### src/rtl/run_sequencer_if.sv
// ---------------------------------------------------------------------------
// run_sequencer_if
// Bundles every non-clock signal of the run sequencer: run control (start),
// the program/data load stream, the CPU control pair (cpu_reset, cpu_pc), the
// ROM/RAM access port, the RAM dump stream and the status outputs.
//
// Modports:
//   master - the sequencer itself (drives load_ready, memory port, dump
//            stream and status; samples start, load stream, cpu_pc,
//            ram_rdata and dump_ready)
//   slave  - the surrounding system / host / testbench (the opposite side)
// ---------------------------------------------------------------------------
interface run_sequencer_if;

  // Run control
  logic        start;

  // Load stream (host -> sequencer)
  logic        load_valid;
  logic        load_ready;
  logic        load_sel;
  logic [15:0] load_addr;
  logic [15:0] load_data;
  logic        load_last;

  // CPU control
  logic        cpu_reset;
  logic [15:0] cpu_pc;

  // Shared ROM/RAM port
  logic        mem_own;
  logic        rom_we;
  logic        ram_we;
  logic [15:0] mem_addr;
  logic [15:0] mem_wdata;
  logic [15:0] ram_rdata;

  // Dump stream (sequencer -> host)
  logic        dump_valid;
  logic        dump_ready;
  logic [15:0] dump_addr;
  logic [15:0] dump_data;
  logic        dump_last;

  // Status
  logic        busy;
  logic        done;
  logic        timeout;
  logic [31:0] cycle_count;

  modport master (
    input  start, load_valid, load_sel, load_addr, load_data, load_last,
           cpu_pc, ram_rdata, dump_ready,
    output load_ready, cpu_reset, mem_own, rom_we, ram_we, mem_addr,
           mem_wdata, dump_valid, dump_addr, dump_data, dump_last,
           busy, done, timeout, cycle_count
  );

  modport slave (
    output start, load_valid, load_sel, load_addr, load_data, load_last,
           cpu_pc, ram_rdata, dump_ready,
    input  load_ready, cpu_reset, mem_own, rom_we, ram_we, mem_addr,
           mem_wdata, dump_valid, dump_addr, dump_data, dump_last,
           busy, done, timeout, cycle_count
  );

endinterface

### src/rtl/run_sequencer.sv
// ---------------------------------------------------------------------------
// run_sequencer
// Run controller for the Hack-style computer. One run is:
//   LOAD (stream program/data words into ROM/RAM) -> HOLD (CPU kept in reset
//   for RESET_CYCLES) -> RUN (CPU free-running until pc leaves the ROM or the
//   cycle limit is hit) -> DUMP (stream all of RAM out) -> DONE.
// Outside RUN the sequencer owns the memory port and holds the CPU in reset.
//
// Ports:
//   i_clk   - clock, all state on the rising edge
//   i_rst_n - asynchronous active-low reset, forces IDLE immediately
//   bus     - run_sequencer_if.master (load/dump streams, memory port,
//             CPU control and status)
// ---------------------------------------------------------------------------
module run_sequencer #(
  parameter int unsigned ROM_SIZE     = 1024,
  parameter int unsigned RAM_SIZE     = 1024,
  parameter int unsigned RESET_CYCLES = 2,
  parameter int unsigned MAX_CYCLES   = 65536
) (
  input  logic             i_clk,
  input  logic             i_rst_n,
  run_sequencer_if.master  bus
);

  localparam logic [2:0] S_IDLE = 3'd0;
  localparam logic [2:0] S_LOAD = 3'd1;
  localparam logic [2:0] S_HOLD = 3'd2;
  localparam logic [2:0] S_RUN  = 3'd3;
  localparam logic [2:0] S_DUMP = 3'd4;
  localparam logic [2:0] S_DONE = 3'd5;

  // 17-bit limits so a depth of 65536 still compares correctly against
  // 16-bit addresses.
  localparam logic [16:0] ROM_LIM   = 17'(ROM_SIZE);
  localparam logic [16:0] RAM_LIM   = 17'(RAM_SIZE);
  localparam logic [15:0] DUMP_LAST = 16'(RAM_SIZE - 1);
  localparam logic [15:0] HOLD_LAST = 16'(RESET_CYCLES - 1);
  localparam logic [31:0] RUN_LAST  = 32'(MAX_CYCLES - 1);

  logic [2:0]  r_state;
  logic [15:0] r_holdCnt;
  logic [15:0] r_dumpAddr;
  logic [31:0] r_cycleCount;
  logic        r_timeout;

  logic w_loadFire;
  logic w_romInRange;
  logic w_ramInRange;
  logic w_dumpFire;
  logic w_dumpLast;
  logic w_pcEnd;
  logic w_runLimit;

  assign w_loadFire   = (r_state == S_LOAD) & bus.load_valid;
  assign w_romInRange = {1'b0, bus.load_addr} < ROM_LIM;
  assign w_ramInRange = {1'b0, bus.load_addr} < RAM_LIM;
  assign w_dumpFire   = (r_state == S_DUMP) & bus.dump_ready;
  assign w_dumpLast   = (r_dumpAddr == DUMP_LAST);
  assign w_pcEnd      = {1'b0, bus.cpu_pc} >= ROM_LIM;
  assign w_runLimit   = (r_cycleCount == RUN_LAST);

  always_ff @(posedge i_clk or negedge i_rst_n) begin
    if (!i_rst_n) begin
      r_state      <= S_IDLE;
      r_holdCnt    <= '0;
      r_dumpAddr   <= '0;
      r_cycleCount <= '0;
      r_timeout    <= 1'b0;
    end else begin
      case (r_state)
        S_IDLE, S_DONE: begin
          // Run statistics of the previous run survive until the next start.
          if (bus.start) begin
            r_state      <= S_LOAD;
            r_cycleCount <= '0;
            r_timeout    <= 1'b0;
          end
        end
        S_LOAD: begin
          if (w_loadFire && bus.load_last) begin
            r_state   <= S_HOLD;
            r_holdCnt <= '0;
          end
        end
        S_HOLD: begin
          if (r_holdCnt == HOLD_LAST) begin
            r_state   <= S_RUN;
            r_holdCnt <= '0;
          end else begin
            r_holdCnt <= r_holdCnt + 16'd1;
          end
        end
        S_RUN: begin
          if (r_cycleCount != '1) begin
            r_cycleCount <= r_cycleCount + 32'd1;
          end
          // A program that ends on the same edge as the limit is a clean end.
          if (w_pcEnd) begin
            r_state    <= S_DUMP;
            r_timeout  <= 1'b0;
            r_dumpAddr <= '0;
          end else if (w_runLimit) begin
            r_state    <= S_DUMP;
            r_timeout  <= 1'b1;
            r_dumpAddr <= '0;
          end
        end
        S_DUMP: begin
          if (w_dumpFire) begin
            if (w_dumpLast) begin
              r_state    <= S_DONE;
              r_dumpAddr <= '0;
            end else begin
              r_dumpAddr <= r_dumpAddr + 16'd1;
            end
          end
        end
        default: r_state <= S_IDLE;
      endcase
    end
  end

  // Memory port mux: load stream in LOAD, dump pointer in DUMP.
  always_comb begin
    bus.mem_addr  = '0;
    bus.mem_wdata = '0;
    if (r_state == S_LOAD) begin
      bus.mem_addr  = bus.load_addr;
      bus.mem_wdata = bus.load_data;
    end else if (r_state == S_DUMP) begin
      bus.mem_addr = r_dumpAddr;
    end
  end

  // Out-of-range load words are still accepted; only the strobe is dropped.
  assign bus.rom_we      = w_loadFire & ~bus.load_sel & w_romInRange;
  assign bus.ram_we      = w_loadFire &  bus.load_sel & w_ramInRange;

  assign bus.load_ready  = (r_state == S_LOAD);
  assign bus.cpu_reset   = (r_state != S_RUN);
  assign bus.mem_own     = (r_state != S_HOLD) && (r_state != S_RUN);

  assign bus.dump_valid  = (r_state == S_DUMP);
  assign bus.dump_addr   = r_dumpAddr;
  assign bus.dump_data   = bus.ram_rdata;
  assign bus.dump_last   = (r_state == S_DUMP) & w_dumpLast;

  assign bus.busy        = (r_state != S_IDLE) && (r_state != S_DONE);
  assign bus.done        = (r_state == S_DONE);
  assign bus.timeout     = r_timeout;
  assign bus.cycle_count = r_cycleCount;

endmodule

### src/flat_wrapper.sv
// flat-port wrapper written by rule: the top's interface ports become plain ports
module run_sequencer_flat 
#(
  parameter int unsigned ROM_SIZE     = 1024,
  parameter int unsigned RAM_SIZE     = 1024,
  parameter int unsigned RESET_CYCLES = 2,
  parameter int unsigned MAX_CYCLES   = 65536
)
  (i_clk, i_rst_n, bus_start, bus_load_valid, bus_load_sel, bus_load_addr, bus_load_data, bus_load_last, bus_cpu_pc, bus_ram_rdata, bus_dump_ready, bus_load_ready, bus_cpu_reset, bus_mem_own, bus_rom_we, bus_ram_we, bus_mem_addr, bus_mem_wdata, bus_dump_valid, bus_dump_addr, bus_dump_data, bus_dump_last, bus_busy, bus_done, bus_timeout, bus_cycle_count);
  run_sequencer_if bus_i ();
  input  logic i_clk;
  input  logic i_rst_n;
  input wire logic [$bits(bus_i.start)-1:0] bus_start;
  input wire logic [$bits(bus_i.load_valid)-1:0] bus_load_valid;
  input wire logic [$bits(bus_i.load_sel)-1:0] bus_load_sel;
  input wire logic [$bits(bus_i.load_addr)-1:0] bus_load_addr;
  input wire logic [$bits(bus_i.load_data)-1:0] bus_load_data;
  input wire logic [$bits(bus_i.load_last)-1:0] bus_load_last;
  input wire logic [$bits(bus_i.cpu_pc)-1:0] bus_cpu_pc;
  input wire logic [$bits(bus_i.ram_rdata)-1:0] bus_ram_rdata;
  input wire logic [$bits(bus_i.dump_ready)-1:0] bus_dump_ready;
  output wire logic [$bits(bus_i.load_ready)-1:0] bus_load_ready;
  output wire logic [$bits(bus_i.cpu_reset)-1:0] bus_cpu_reset;
  output wire logic [$bits(bus_i.mem_own)-1:0] bus_mem_own;
  output wire logic [$bits(bus_i.rom_we)-1:0] bus_rom_we;
  output wire logic [$bits(bus_i.ram_we)-1:0] bus_ram_we;
  output wire logic [$bits(bus_i.mem_addr)-1:0] bus_mem_addr;
  output wire logic [$bits(bus_i.mem_wdata)-1:0] bus_mem_wdata;
  output wire logic [$bits(bus_i.dump_valid)-1:0] bus_dump_valid;
  output wire logic [$bits(bus_i.dump_addr)-1:0] bus_dump_addr;
  output wire logic [$bits(bus_i.dump_data)-1:0] bus_dump_data;
  output wire logic [$bits(bus_i.dump_last)-1:0] bus_dump_last;
  output wire logic [$bits(bus_i.busy)-1:0] bus_busy;
  output wire logic [$bits(bus_i.done)-1:0] bus_done;
  output wire logic [$bits(bus_i.timeout)-1:0] bus_timeout;
  output wire logic [$bits(bus_i.cycle_count)-1:0] bus_cycle_count;
  assign bus_i.start = bus_start;
  assign bus_i.load_valid = bus_load_valid;
  assign bus_i.load_sel = bus_load_sel;
  assign bus_i.load_addr = bus_load_addr;
  assign bus_i.load_data = bus_load_data;
  assign bus_i.load_last = bus_load_last;
  assign bus_i.cpu_pc = bus_cpu_pc;
  assign bus_i.ram_rdata = bus_ram_rdata;
  assign bus_i.dump_ready = bus_dump_ready;
  assign bus_load_ready = bus_i.load_ready;
  assign bus_cpu_reset = bus_i.cpu_reset;
  assign bus_mem_own = bus_i.mem_own;
  assign bus_rom_we = bus_i.rom_we;
  assign bus_ram_we = bus_i.ram_we;
  assign bus_mem_addr = bus_i.mem_addr;
  assign bus_mem_wdata = bus_i.mem_wdata;
  assign bus_dump_valid = bus_i.dump_valid;
  assign bus_dump_addr = bus_i.dump_addr;
  assign bus_dump_data = bus_i.dump_data;
  assign bus_dump_last = bus_i.dump_last;
  assign bus_busy = bus_i.busy;
  assign bus_done = bus_i.done;
  assign bus_timeout = bus_i.timeout;
  assign bus_cycle_count = bus_i.cycle_count;
  run_sequencer #(.ROM_SIZE(ROM_SIZE), .RAM_SIZE(RAM_SIZE), .RESET_CYCLES(RESET_CYCLES), .MAX_CYCLES(MAX_CYCLES)) u_core (.i_clk(i_clk), .i_rst_n(i_rst_n), .bus(bus_i));
endmodule
### config.mk
export PLATFORM = sky130hd
export DESIGN_NAME = run_sequencer_flat
export DESIGN_NICKNAME = d
export VERILOG_FILES = /design/src/rtl/run_sequencer_if.sv /design/src/rtl/run_sequencer.sv /design/src/flat_wrapper.sv
export SDC_FILE = /design/constraint.sdc
export NUM_CORES = 1
export LEC_CHECK = 0
export ABC_CLOCK_PERIOD_IN_PS = 6000
export CAP_MARGIN = 10
export CORE_MARGIN = 2
export CORE_UTILIZATION = 50
export CTS_BUF_LIST = sky130_fd_sc_hd__clkbuf_2 sky130_fd_sc_hd__clkbuf_4 sky130_fd_sc_hd__clkbuf_8
export CTS_CLUSTER_DIAMETER = 100
export DETAILED_ROUTE_END_ITERATION = 8
export HOLD_SLACK_MARGIN = 0.15
export PLACE_DENSITY = 0.95
export SLEW_MARGIN = 40
export SYNTH_ARGS = -nofsm -noshare
export SYNTH_HDL_FRONTEND = slang
export SYNTH_SLANG_ARGS = --single-unit
export TNS_END_PERCENT = 20
### constraint.sdc
create_clock -name i_clk -period 6 [get_ports i_clk]
set_input_delay 1.5 -clock i_clk [delete_from_list [all_inputs] [get_ports i_clk]]
set_output_delay 1.5 -clock i_clk [all_outputs]
set_load 0.005 [all_outputs]
==> results.json <==
{
  "outcome": "completed",
  "max_slew_margin_pct": 48.5,
  "vias": 4982,
  "synthArstFlopShare_pct": 100,
  "report.final.slew_viol_count": 0,
  "synthFlopType": "dfrtp_1",
  "end_kind": "primary output",
  "ctsResizeCount": 0,
  "place_area_um2": 5910,
  "drcViolationCount": 0,
  "grt_pass1_wl_um": 22600,
  "worstSkewPairLatency_ns": 0.34,
  "synth_cell_types": 67,
  "critPathLaunchType": "input port",
  "firstDrtPassIters": 6,
  "arrival_ns": 3.05,
  "place.gp.congestion": 0.884,
  "synth_most_common_cell": "dfrtp_1",
  "viasPerCell": 6.61,
  "synth_top_cell_by_area": "dfrtp_1",
  "critPathMaxFanout": 3,
  "grt_max_degree": 69,
  "drt-initial-drc-count": 349,
  "ant_nets": 0,
  "syn_to_final_growth_pct": 29.6,
  "start_util_pct": 51.3,
  "fp.dieH_um": 101,
  "final_nets": 714,
  "ys_ff_latch": 68,
  "rows": 35,
  "worstHoldPathCells": 1,
  "ff2ff_path_depth": 6,
  "cts_tree": "done",
  "antenna_found_initial": 0,
  "antenna_cells": 0,
  "root_buffer": "clkbuf_8",
  "finClkSkew_ns": 0.0174,
  "worst_pin_slew_ns": 0.772,
  "dpl.hpwl_um": 10100,
  "io_pins": 177,
  "finalSetupViolations": 0,
  "grt_overflow": 0,
  "timing.final.hold_violations": 0,
  "syn-num-nets": 614,
  "ir_drop_uv": 207,
  "port_buffers": 134,
  "track_usage_pct": 27.5,
  "period_share_pct": 75.9,
  "path_clk_slew_ns": 0.07,
  "hold_class": "flop to flop",
  "drt_wl_total_um": 14300,
  "cts_setup_buffers": 0,
  "fillers": 707,
  "numCtsBuffers": 9,
  "htreeDepth": 3,
  "synth.area.top_cells": "dfrtp_1 (36%), a31oi_1 (4.8%), a22o_1 (3.5%), nand3_1 (3.3%), and2_1 (3.2%)",
  "avgSynthCellArea_um2": 8.75,
  "tns_ns": 0,
  "grt_pass1_vias": 4597,
  "synth_cells": 539,
  "syn_area_um2": 4720,
  "grt_setup_unrepaired": "false",
  "synth.yosys.seq_area_share_pct": 36.1,
  "cap_violations": 0,
  "die_area_um2": 10200,
  "netlist.area_leader.share_pct": 36.1,
  "worstPathRequired_ns": 4.50,
  "die_width_um": 101,
  "finalInstanceArea_um2": 6110,
  "p_per_area_nw_per_um2": 340,
  "cts_sinks": 68,
  "fmax_ghz": 0.220,
  "yosysWarnings": 0,
  "synth_edf_count": 0,
  "critPathKind": "input port to primary output",
  "wl_per_cell_um": 18.9,
  "p_leak_uw": 0.00249,
  "core_area_um2": 9200,
  "synth_commonest_cells": "dfrtp_1 (68), nand2_1 (40), a31oi_1 (36)",
  "cts_buffer_depth": 2,
  "period_minus_slack_ns": 4.55,
  "ctsHoldBuffers": 0,
  "layout-drive-gt1-share_pct": 7.62
}
==> cell families after synthesis <==
family / share of synthesized area (%)
adders and majority gates: 1.06
and+or+nand+nor: 29.9
xor gates and xnor gates: 0.186
muxes: 0.424
AOI/OAI and AO/OA: 23.9
buffers and inverters: 8.38
DFF: 36.1
==> metal layers <==
| metal | share of wire (%) | track usage (%) |
|---|---|---|
| met3 | 9.9 | 7.04 |
| met4 | 3.7 | 11.2 |
| met2 | 49 | 45.8 |
| met1 | 38 | 34.0 |
| met5 | 0 | 0 |
==> through the flow <==
| step | std cells | worst slack [ns] | hold slack, ns | total power [µW] | utilization, % |
|---|---|---|---|---|---|
| floorplan | 539 | 2.49 | 0.480 | 1210 | - |
| global placement | 739 | 1.46 | 0.496 | 1650 | 64.2 |
| detailed placement | 739 | 1.45 | 0.516 | 1690 | 64.3 |
| CTS | 754 | 1.44 | 0.533 | 2080 | 66.4 |
| global route | 754 | 1.32 | 0.547 | 2220 | 66.5 |
| finish | 754 | 1.45 | 0.521 | 2080 | 66.5 |
==> path summary, 6_finish.rpt <==
check / start / endpoint / slack, ns
worst max register to register: u_core.r_state[2] / u_core.bus.dump_addr[2] / 3.08
worst max-delay path: bus_load_valid / bus_rom_we / 1.45
worst min-delay path: u_core.bus.timeout / u_core.bus.timeout / 0.52
min in group asynchronous: i_rst_n / u_core.bus.cycle_count[0] / 1.24
max in group asynchronous: i_rst_n / u_core.bus.cycle_count[9] / 4.31
worst min register to register: u_core.bus.timeout / u_core.bus.timeout / 0.52
==> report_power, final <==
group | switching [µW] | leakage [µW] | internal, µW | total, µW
combinational | 476 | 0.00145 | 526 | 1000
clock | 170 | 0.000104 | 215 | 384
sequential | 157 | 0.000936 | 538 | 695
==> state kept, by name (all words and copies together) (netlist names) <==
register                count
u_core.bus.dump_addr       16
u_core.r_holdCnt           16
u_core.bus.cycle_count     32
u_core.bus.timeout          1
u_core.r_state              3
==> worst max-delay path, cell delays in order <==
cell and delay [ns]:
clkdlybuf4s50_1 0.52, nor4b_1 0.25, nand3_1 0.16, nor2_1 0.12
clkdlybuf4s50_1 0.51
==> cell type report <==
cell class / instances / area [µm²] / area share, %
well taps: 111 / 139 / 2.27
repair buffers: 140 / 1390 / 22.7
clock buffers: 13 / 160 / 2.62
multi-input cells: 405 / 2640 / 43.1
clock inverters: 2 / 35.0 / 0.573
inverters: 15 / 56.3 / 0.921
flip-flops and latches: 68 / 1700 / 27.8
==> cell usage in the layout (no fill, tap or decap), types with 8 or more instances in the layout <==
cell | netlist | final
clkdlybuf4s50_1 | 0 | 133
and3_1 | 18 | 18
and2_1 | 24 | 24
nand4_1 | 15 | 15
a21oi_1 | 13 | 12
nor4_1 | 17 | 17
nor2_1 | 20 | 19
a31oi_1 | 36 | 36
a21o_1 | 9 | 9
o31ai_1 | 17 | 17
dfrtp_1 | 68 | 68
and4_1 | 8 | 8
clkbuf_8 | 3 | 10
o21ai_0 | 25 | 25
nor3_1 | 14 | 13
nand2_1 | 40 | 40
nand3b_1 | 11 | 11
inv_1 | 15 | 15
nand3_1 | 31 | 31
a22o_1 | 19 | 19
No activity file was read; power rests on OpenSTA's default activity.
